[src/rtl/fetch_pkg.sv]
// rtl/fetch_pkg.sv - shared constants, state encoding and PC helpers for fetch_stage
package fetch_pkg;

    localparam logic [31:0] NOP_INSTR_DEFAULT = 32'hE1A00000;
    localparam logic [31:0] PC_INC            = 32'd4;

    typedef enum logic [1:0] {
        FETCH = 2'b00,
        HOLD  = 2'b01,
        DRAIN = 2'b10
    } fetch_state_t;

    function automatic logic [31:0] word_align(input logic [31:0] addr);
        return addr & ~32'd3;
    endfunction

endpackage

[src/rtl/fetch_stage_if.sv]
// rtl/fetch_stage_if.sv - instruction-memory REQ/RDY handshake bundle
interface fetch_stage_if;
    logic        IM_REQ;
    logic [31:0] IM_ADDR;
    logic        IM_RDY;
    logic [31:0] IM_DATA;

    modport master (output IM_REQ, output IM_ADDR, input IM_RDY, input IM_DATA);
    modport slave  (input IM_REQ, input IM_ADDR, output IM_RDY, output IM_DATA);
endinterface

[src/rtl/if_id_register.sv]
// rtl/if_id_register.sv - IF/ID pipeline register; flush wins over load
import fetch_pkg::*;

module if_id_register #(
    parameter logic [31:0] NOP_INSTR = NOP_INSTR_DEFAULT
) (
    input  logic        CLK,
    input  logic        RST,
    input  logic        LOAD,
    input  logic        FLUSH,
    input  logic [31:0] INSTR_D,
    input  logic [31:0] NPC_D,
    input  logic        VALID_D,
    output logic [31:0] INSTR,
    output logic [31:0] NPC,
    output logic        VALID
);

    always_ff @(posedge CLK or posedge RST) begin
        if (RST) begin
            INSTR <= NOP_INSTR;
            NPC   <= 32'd0;
            VALID <= 1'b0;
        end else if (FLUSH) begin
            INSTR <= NOP_INSTR;
            NPC   <= 32'd0;
            VALID <= 1'b0;
        end else if (LOAD) begin
            INSTR <= INSTR_D;
            NPC   <= NPC_D;
            VALID <= VALID_D;
        end
    end

endmodule

[src/rtl/fetch_stage.sv]
// rtl/fetch_stage.sv - instruction fetch with stall hold buffer and branch drain
// Optional stall counter enabled by FETCH_PERF_CNT_EN.
import fetch_pkg::*;

module fetch_stage #(
    parameter logic [31:0] NOP_INSTR = NOP_INSTR_DEFAULT
) (
    input  logic                 CLK,
    input  logic                 RST,
    input  logic [31:0]          PCout,
    output logic [31:0]          PCin,
    fetch_stage_if.master        im,
    input  logic                 LE,
    input  logic                 BR_TAKEN,
    input  logic [31:0]          BR_TARGET,
    output logic [31:0]          IFID_INSTR,
    output logic [31:0]          IFID_NPC,
    output logic                 IFID_VALID,
    output logic [31:0]          STALL_CNT
);

    fetch_state_t state, state_d;
    logic [31:0]  hold_instr, hold_npc, latched_addr;
    logic [31:0]  pc_inc, load_instr, load_npc, addr;
    logic         req, ifid_load, ifid_flush, hold_load, hold_clear;

    assign pc_inc = PCout + PC_INC;

    always_comb begin
        state_d    = state;
        PCin       = PCout;
        req        = 1'b0;
        addr       = PCout;
        ifid_load  = 1'b0;
        ifid_flush = 1'b0;
        load_instr = im.IM_DATA;
        load_npc   = pc_inc;
        hold_load  = 1'b0;
        hold_clear = 1'b0;

        case (state)
            FETCH: begin
                req = 1'b1;
                if (im.IM_RDY) begin
                    PCin = pc_inc;
                    if (LE) begin
                        ifid_load = 1'b1;
                    end else begin
                        hold_load = 1'b1;
                        state_d   = HOLD;
                    end
                end else if (LE) begin
                    ifid_flush = 1'b1;
                end
            end
            HOLD: begin
                if (LE) begin
                    ifid_load  = 1'b1;
                    load_instr = hold_instr;
                    load_npc   = hold_npc;
                    state_d    = FETCH;
                end
            end
            DRAIN: begin
                req  = 1'b1;
                addr = latched_addr;
                if (LE) ifid_flush = 1'b1;
                if (im.IM_RDY) state_d = FETCH;
            end
            default: state_d = FETCH;
        endcase

        // A taken branch kills whatever is in flight; an outstanding request is drained.
        if (BR_TAKEN) begin
            PCin       = word_align(BR_TARGET);
            ifid_flush = 1'b1;
            ifid_load  = 1'b0;
            hold_load  = 1'b0;
            hold_clear = 1'b1;
            state_d    = (state == HOLD || im.IM_RDY) ? FETCH : DRAIN;
        end

        if (RST) begin
            req  = 1'b0;
            PCin = PCout;
        end
    end

    assign im.IM_REQ  = req;
    assign im.IM_ADDR = addr;

    always_ff @(posedge CLK or posedge RST) begin
        if (RST) begin
            state        <= FETCH;
            hold_instr   <= 32'd0;
            hold_npc     <= 32'd0;
            latched_addr <= 32'd0;
        end else begin
            state <= state_d;
            if (state == FETCH) latched_addr <= PCout;
            if (hold_clear) begin
                hold_instr <= 32'd0;
                hold_npc   <= 32'd0;
            end else if (hold_load) begin
                hold_instr <= im.IM_DATA;
                hold_npc   <= pc_inc;
            end
        end
    end

`ifdef FETCH_PERF_CNT_EN
    logic [31:0] stall_q;
    always_ff @(posedge CLK or posedge RST) begin
        if (RST)
            stall_q <= 32'd0;
        else if (state != FETCH || (req && !im.IM_RDY))
            stall_q <= stall_q + 32'd1;
    end
    assign STALL_CNT = stall_q;
`else
    assign STALL_CNT = 32'd0;
`endif

    if_id_register #(.NOP_INSTR(NOP_INSTR)) u_if_id (
        .CLK     (CLK),
        .RST     (RST),
        .LOAD    (ifid_load),
        .FLUSH   (ifid_flush),
        .INSTR_D (load_instr),
        .NPC_D   (load_npc),
        .VALID_D (1'b1),
        .INSTR   (IFID_INSTR),
        .NPC     (IFID_NPC),
        .VALID   (IFID_VALID)
    );

endmodule
[src/flat_wrapper.sv]
// flat-port wrapper written by rule: the top's interface ports become plain ports
module fetch_stage_flat 
#(
    parameter logic [31:0] NOP_INSTR = NOP_INSTR_DEFAULT
)
  (CLK, RST, PCout, PCin, LE, BR_TAKEN, BR_TARGET, IFID_INSTR, IFID_NPC, IFID_VALID, STALL_CNT, im_IM_REQ, im_IM_ADDR, im_IM_RDY, im_IM_DATA);
  fetch_stage_if im_i ();
  input  logic CLK;
  input  logic RST;
  input  logic [31:0] PCout;
  output logic [31:0] PCin;
  input  logic LE;
  input  logic BR_TAKEN;
  input  logic [31:0] BR_TARGET;
  output logic [31:0] IFID_INSTR;
  output logic [31:0] IFID_NPC;
  output logic IFID_VALID;
  output logic [31:0] STALL_CNT;
  output wire logic [$bits(im_i.IM_REQ)-1:0] im_IM_REQ;
  output wire logic [$bits(im_i.IM_ADDR)-1:0] im_IM_ADDR;
  input wire logic [$bits(im_i.IM_RDY)-1:0] im_IM_RDY;
  input wire logic [$bits(im_i.IM_DATA)-1:0] im_IM_DATA;
  assign im_IM_REQ = im_i.IM_REQ;
  assign im_IM_ADDR = im_i.IM_ADDR;
  assign im_i.IM_RDY = im_IM_RDY;
  assign im_i.IM_DATA = im_IM_DATA;
  fetch_stage #(.NOP_INSTR(NOP_INSTR)) u_core (.CLK(CLK), .RST(RST), .PCout(PCout), .PCin(PCin), .im(im_i), .LE(LE), .BR_TAKEN(BR_TAKEN), .BR_TARGET(BR_TARGET), .IFID_INSTR(IFID_INSTR), .IFID_NPC(IFID_NPC), .IFID_VALID(IFID_VALID), .STALL_CNT(STALL_CNT));
endmodule
[config.mk]
export PLATFORM = sky130hd
export DESIGN_NAME = fetch_stage_flat
export DESIGN_NICKNAME = d
export VERILOG_FILES = /design/src/rtl/fetch_pkg.sv /design/src/rtl/fetch_stage_if.sv /design/src/rtl/if_id_register.sv /design/src/rtl/fetch_stage.sv /design/src/flat_wrapper.sv
export SDC_FILE = /design/constraint.sdc
export NUM_CORES = 1
export LEC_CHECK = 0
export CORE_MARGIN = 8
export CORE_UTILIZATION = 35
export DETAILED_ROUTE_END_ITERATION = 12
export GPL_TIMING_DRIVEN = 0
export SLEW_MARGIN = 40
export SYNTH_ARGS = -nofsm -noshare
export SYNTH_HDL_FRONTEND = slang
export SYNTH_SLANG_ARGS = --single-unit
export TNS_END_PERCENT = 50
[constraint.sdc]
create_clock -name CLK -period 12.13 [get_ports CLK]
set_input_delay 1.213 -clock CLK [delete_from_list [all_inputs] [get_ports CLK]]
set_output_delay 1.213 -clock CLK [all_outputs]
set_load 0.02 [all_outputs]
==> summary.md <==
| Metric | Value |
|---|---|
| Vias post-DR | 7717 |
| R2R setup slack | between 9 and 10 ns |
| RSZ-0062 raised after global routing | false |
| Seq/Total Area, Yosys | 46.1% |
| Post-synth cell types | 66 |
| First-pass GRT wire length | around 48000 um |
| Leak pwr | 5.25 nW |
| Htree depth | 4 |
| Total congestion overflow | 0 |
| Final Core Density | between 40% and 50% |
| Reg2reg end | u_core.latched_addr[23] |
| PD cells | about 120 nW/um^2 |
| Placed Cells | approximately 1500 |
| CTS tree | yes |
| DIE HEIGHT | approximately 180 um |
| Routed vias/inst | 5.12 |
| Post-CTS Resized | 0 |
| Clock slew at reported path FFs | 0.07 ns |
| Critical path type | in2out |
| CTS Buffer Depth | 2 |
| Largest net degree at the start of global routing | 56 |
| Status | completed |
| Clk sinks | 163 |
| Area growth syn-to-layout | 37.1% |
| Post-DRT Antenna Nets | 0 |
| Crit path launch | PCout[3] |
| Share of cells above drive strength 1 | between 10% and 20% |
| CTS buffer count | 17 |
| Max Cap Viol | 0 |
| CP endpoint kind | output pin |
| Worst reg2reg path depth | 4 |
| # Post-CTS Setup Buffers | 0 |
| Hold_sp | u_core.u_if_id.INSTR[3] |
| Residual DRC count | 0 |
| Critical Path RT | about 11 ns |
| Worst-Skew Late Latency | 0.43 ns |
| Synth top area share | between 40 and 50% |
| DR WL/cell | a little over 20 um |
| Dpl hpwl | 22800 um |
| # rows | 58 |
| Max FO, Critical Path | 9 |
| Fillers | ~2400 |
| Number of hold buffers added after CTS | 0 |
| Final hold vios | 0 |
| Core area | 25000 sq um |
| Multi-input gate area | 4280 sq um |
| Synthesized instance count | between 900 and 1000 |
| Synthesized area | around 9000 sq um |
| Top-level I/O count | between 200 and 300 |
| Vias in the first global route | 7896 |
| Ant diodes | 0 |
| Final wirelength | ~31000 um |
| Critical Path AT | 4.34 ns |
| Global-route usage over all layers | around 20% |
| First-pass DRT Iterations | 5 |
| Hold path depth | 2 |
| Storage cell area | 4090 sq um |
| Finish-stage setup viols | 0 |
| FF-to-FF Start | u_core.state[1] |
| Max IR drop VDD | between 0.00007 and 0.00008 V |
| Synth Warn # | 0 |
| Tmin final | ~5.6 ns |
| Crit start category | primary input |
| Period utilization | a little under half |
| F_max | ~0.18 GHz |
| Pins Over Slew Limit | 0 |
| Worst hold endpoint | u_core.u_if_id.INSTR[3] |
| Port Buffers | 210 |
| Die Wd | approximately 180 um |
| Post-synth top area cell | dfrtp_1 |
| GPL Wtd Cong | approximately 0.90 |
| Top FF cell, synth | dfrtp_1 |
| Initial drt markers | 641 |
| Commonest non-fill, non-tap cell in the layout | clkdlybuf4s50_1 |
| Seq cells post-synth | between 150 and 200 |
| CTS Root Cell | clkbuf_16 |
| Total Nets Final | about 1300 |
| Most frequent cells in the layout | clkdlybuf4s50_1, dfrtp_1, nand2_1, o21ai_0, mux2_2 |
| Relative slew slack | a little over two fifths |
| Post-synth EDFFs | 0 |
| Initial antenna violation count | 0 |
| Slew @ Worst Pin | roughly 0.87 ns |
| Die Area | 30700 sq um |
| Average size of a mapped cell | between 9 and 10 sq um |
| Clock skew | about 0.014 ns |
| Synth top area cells | dfrtp_1, mux2_2, nand2_1, o21ai_0, mux2i_1 |
| Initial core utilization | between 30% and 40% |
| Async S/R FF share, synth | 100% |
| Final cell count without fillers | 1507 |
| HP Class | reg2reg |
[worst max-delay path: stages]
cell             delay (ns)
clkdlybuf4s50_1        0.69
ha_1                   0.34
nand3_4                0.19
nor4_4                 0.44
nand4_1                0.29
o21a_1                 0.26
nor3_1                 0.24
clkdlybuf4s50_1        0.67
[cell families after synthesis]
group           synth area share, %
xor+xnor                       4.15
simple gates                   15.9
flops                          46.1
compound gates                 15.3
fa+ha+maj                     0.141
buf+inv                        7.00
other cells                  0.0423
mux                            11.4
[synthesized netlist by cell type, types with 19 or more instances]
master    instances
a22o_1           37
buf_4            34
nor2_1           46
dfrtp_1         157
o21ai_1          35
mux2_2           60
xor2_1           23
mux2i_1          33
buf_2            27
clkbuf_1         37
nand2_1         125
xnor2_1          19
a22oi_1          21
o21ai_0          72
[cell type report]
| type | instances | area share [%] |
|---|---|---|
| Buffer | 107 | 4.84 |
| Inverter | 9 | 0.319 |
| Clock inverter | 15 | 1.18 |
| Timing Repair Buffer | 213 | 17.9 |
| Sequential cell | 163 | 33.6 |
| Tap cell | 330 | 3.40 |
| Clock buffer | 17 | 3.50 |
| Multi-Input combinational cell | 653 | 35.2 |
[metal layers]
layer,vias up,routed length [um],track usage (%)
met3,23,2410,6.22
li1,3664,-,-
met5,-,0,0
met4,0,374,4.52
met1,3731,13800,26.4
met2,299,14000,30.8
[how the worst max path moves through the flow]
stage,end,slack [ns],depth (start not counted)
after floorplan,PCin[31],3.86,4
after global placement,PCin[31],-0.75,6
after detailed placement,PCin[28],6.63,8
after CTS,PCin[28],6.62,8
after global routing,PCin[28],6.51,8
final,PCin[28],6.58,8
[where the power goes]
part / internal, W / switching, W / leakage [nW]
logic: 0.000143 / 0.000178 / 2.82
registers: 0.000577 / 0.0000165 / 2.15
clock network: 0.000289 / 0.000247 / 0.279
total: 0.00101 / 0.000442 / 5.25
[registers in the layout, indices dropped and copies added (netlist names)]
| name | count |
|---|---|
| u_core.u_if_id.INSTR | 32 |
| u_core.state | 2 |
| u_core.u_if_id.NPC | 32 |
| u_core.u_if_id.VALID | 1 |
| u_core.hold_npc | 32 |
| u_core.hold_instr | 32 |
| u_core.latched_addr | 32 |
[per-stage QoR]
step           hold WS [ns]  TNS, ns  power [W]  worst slack (ns)  cell area [sq um]
2_1_floorplan         0.450        0   0.000779              3.86               8980
3_3_place_gp          0.460    -5.08   0.000921            -0.751              11500
3_5_place_dp          0.465        0   0.000925              6.63              11600
4_1_cts               0.481        0    0.00147              6.62              12100
5_1_grt               0.489        0    0.00151              6.51              12100
6_report              0.478        0    0.00145              6.58              12100
Note: power is estimated with default switching activity, not from simulation.
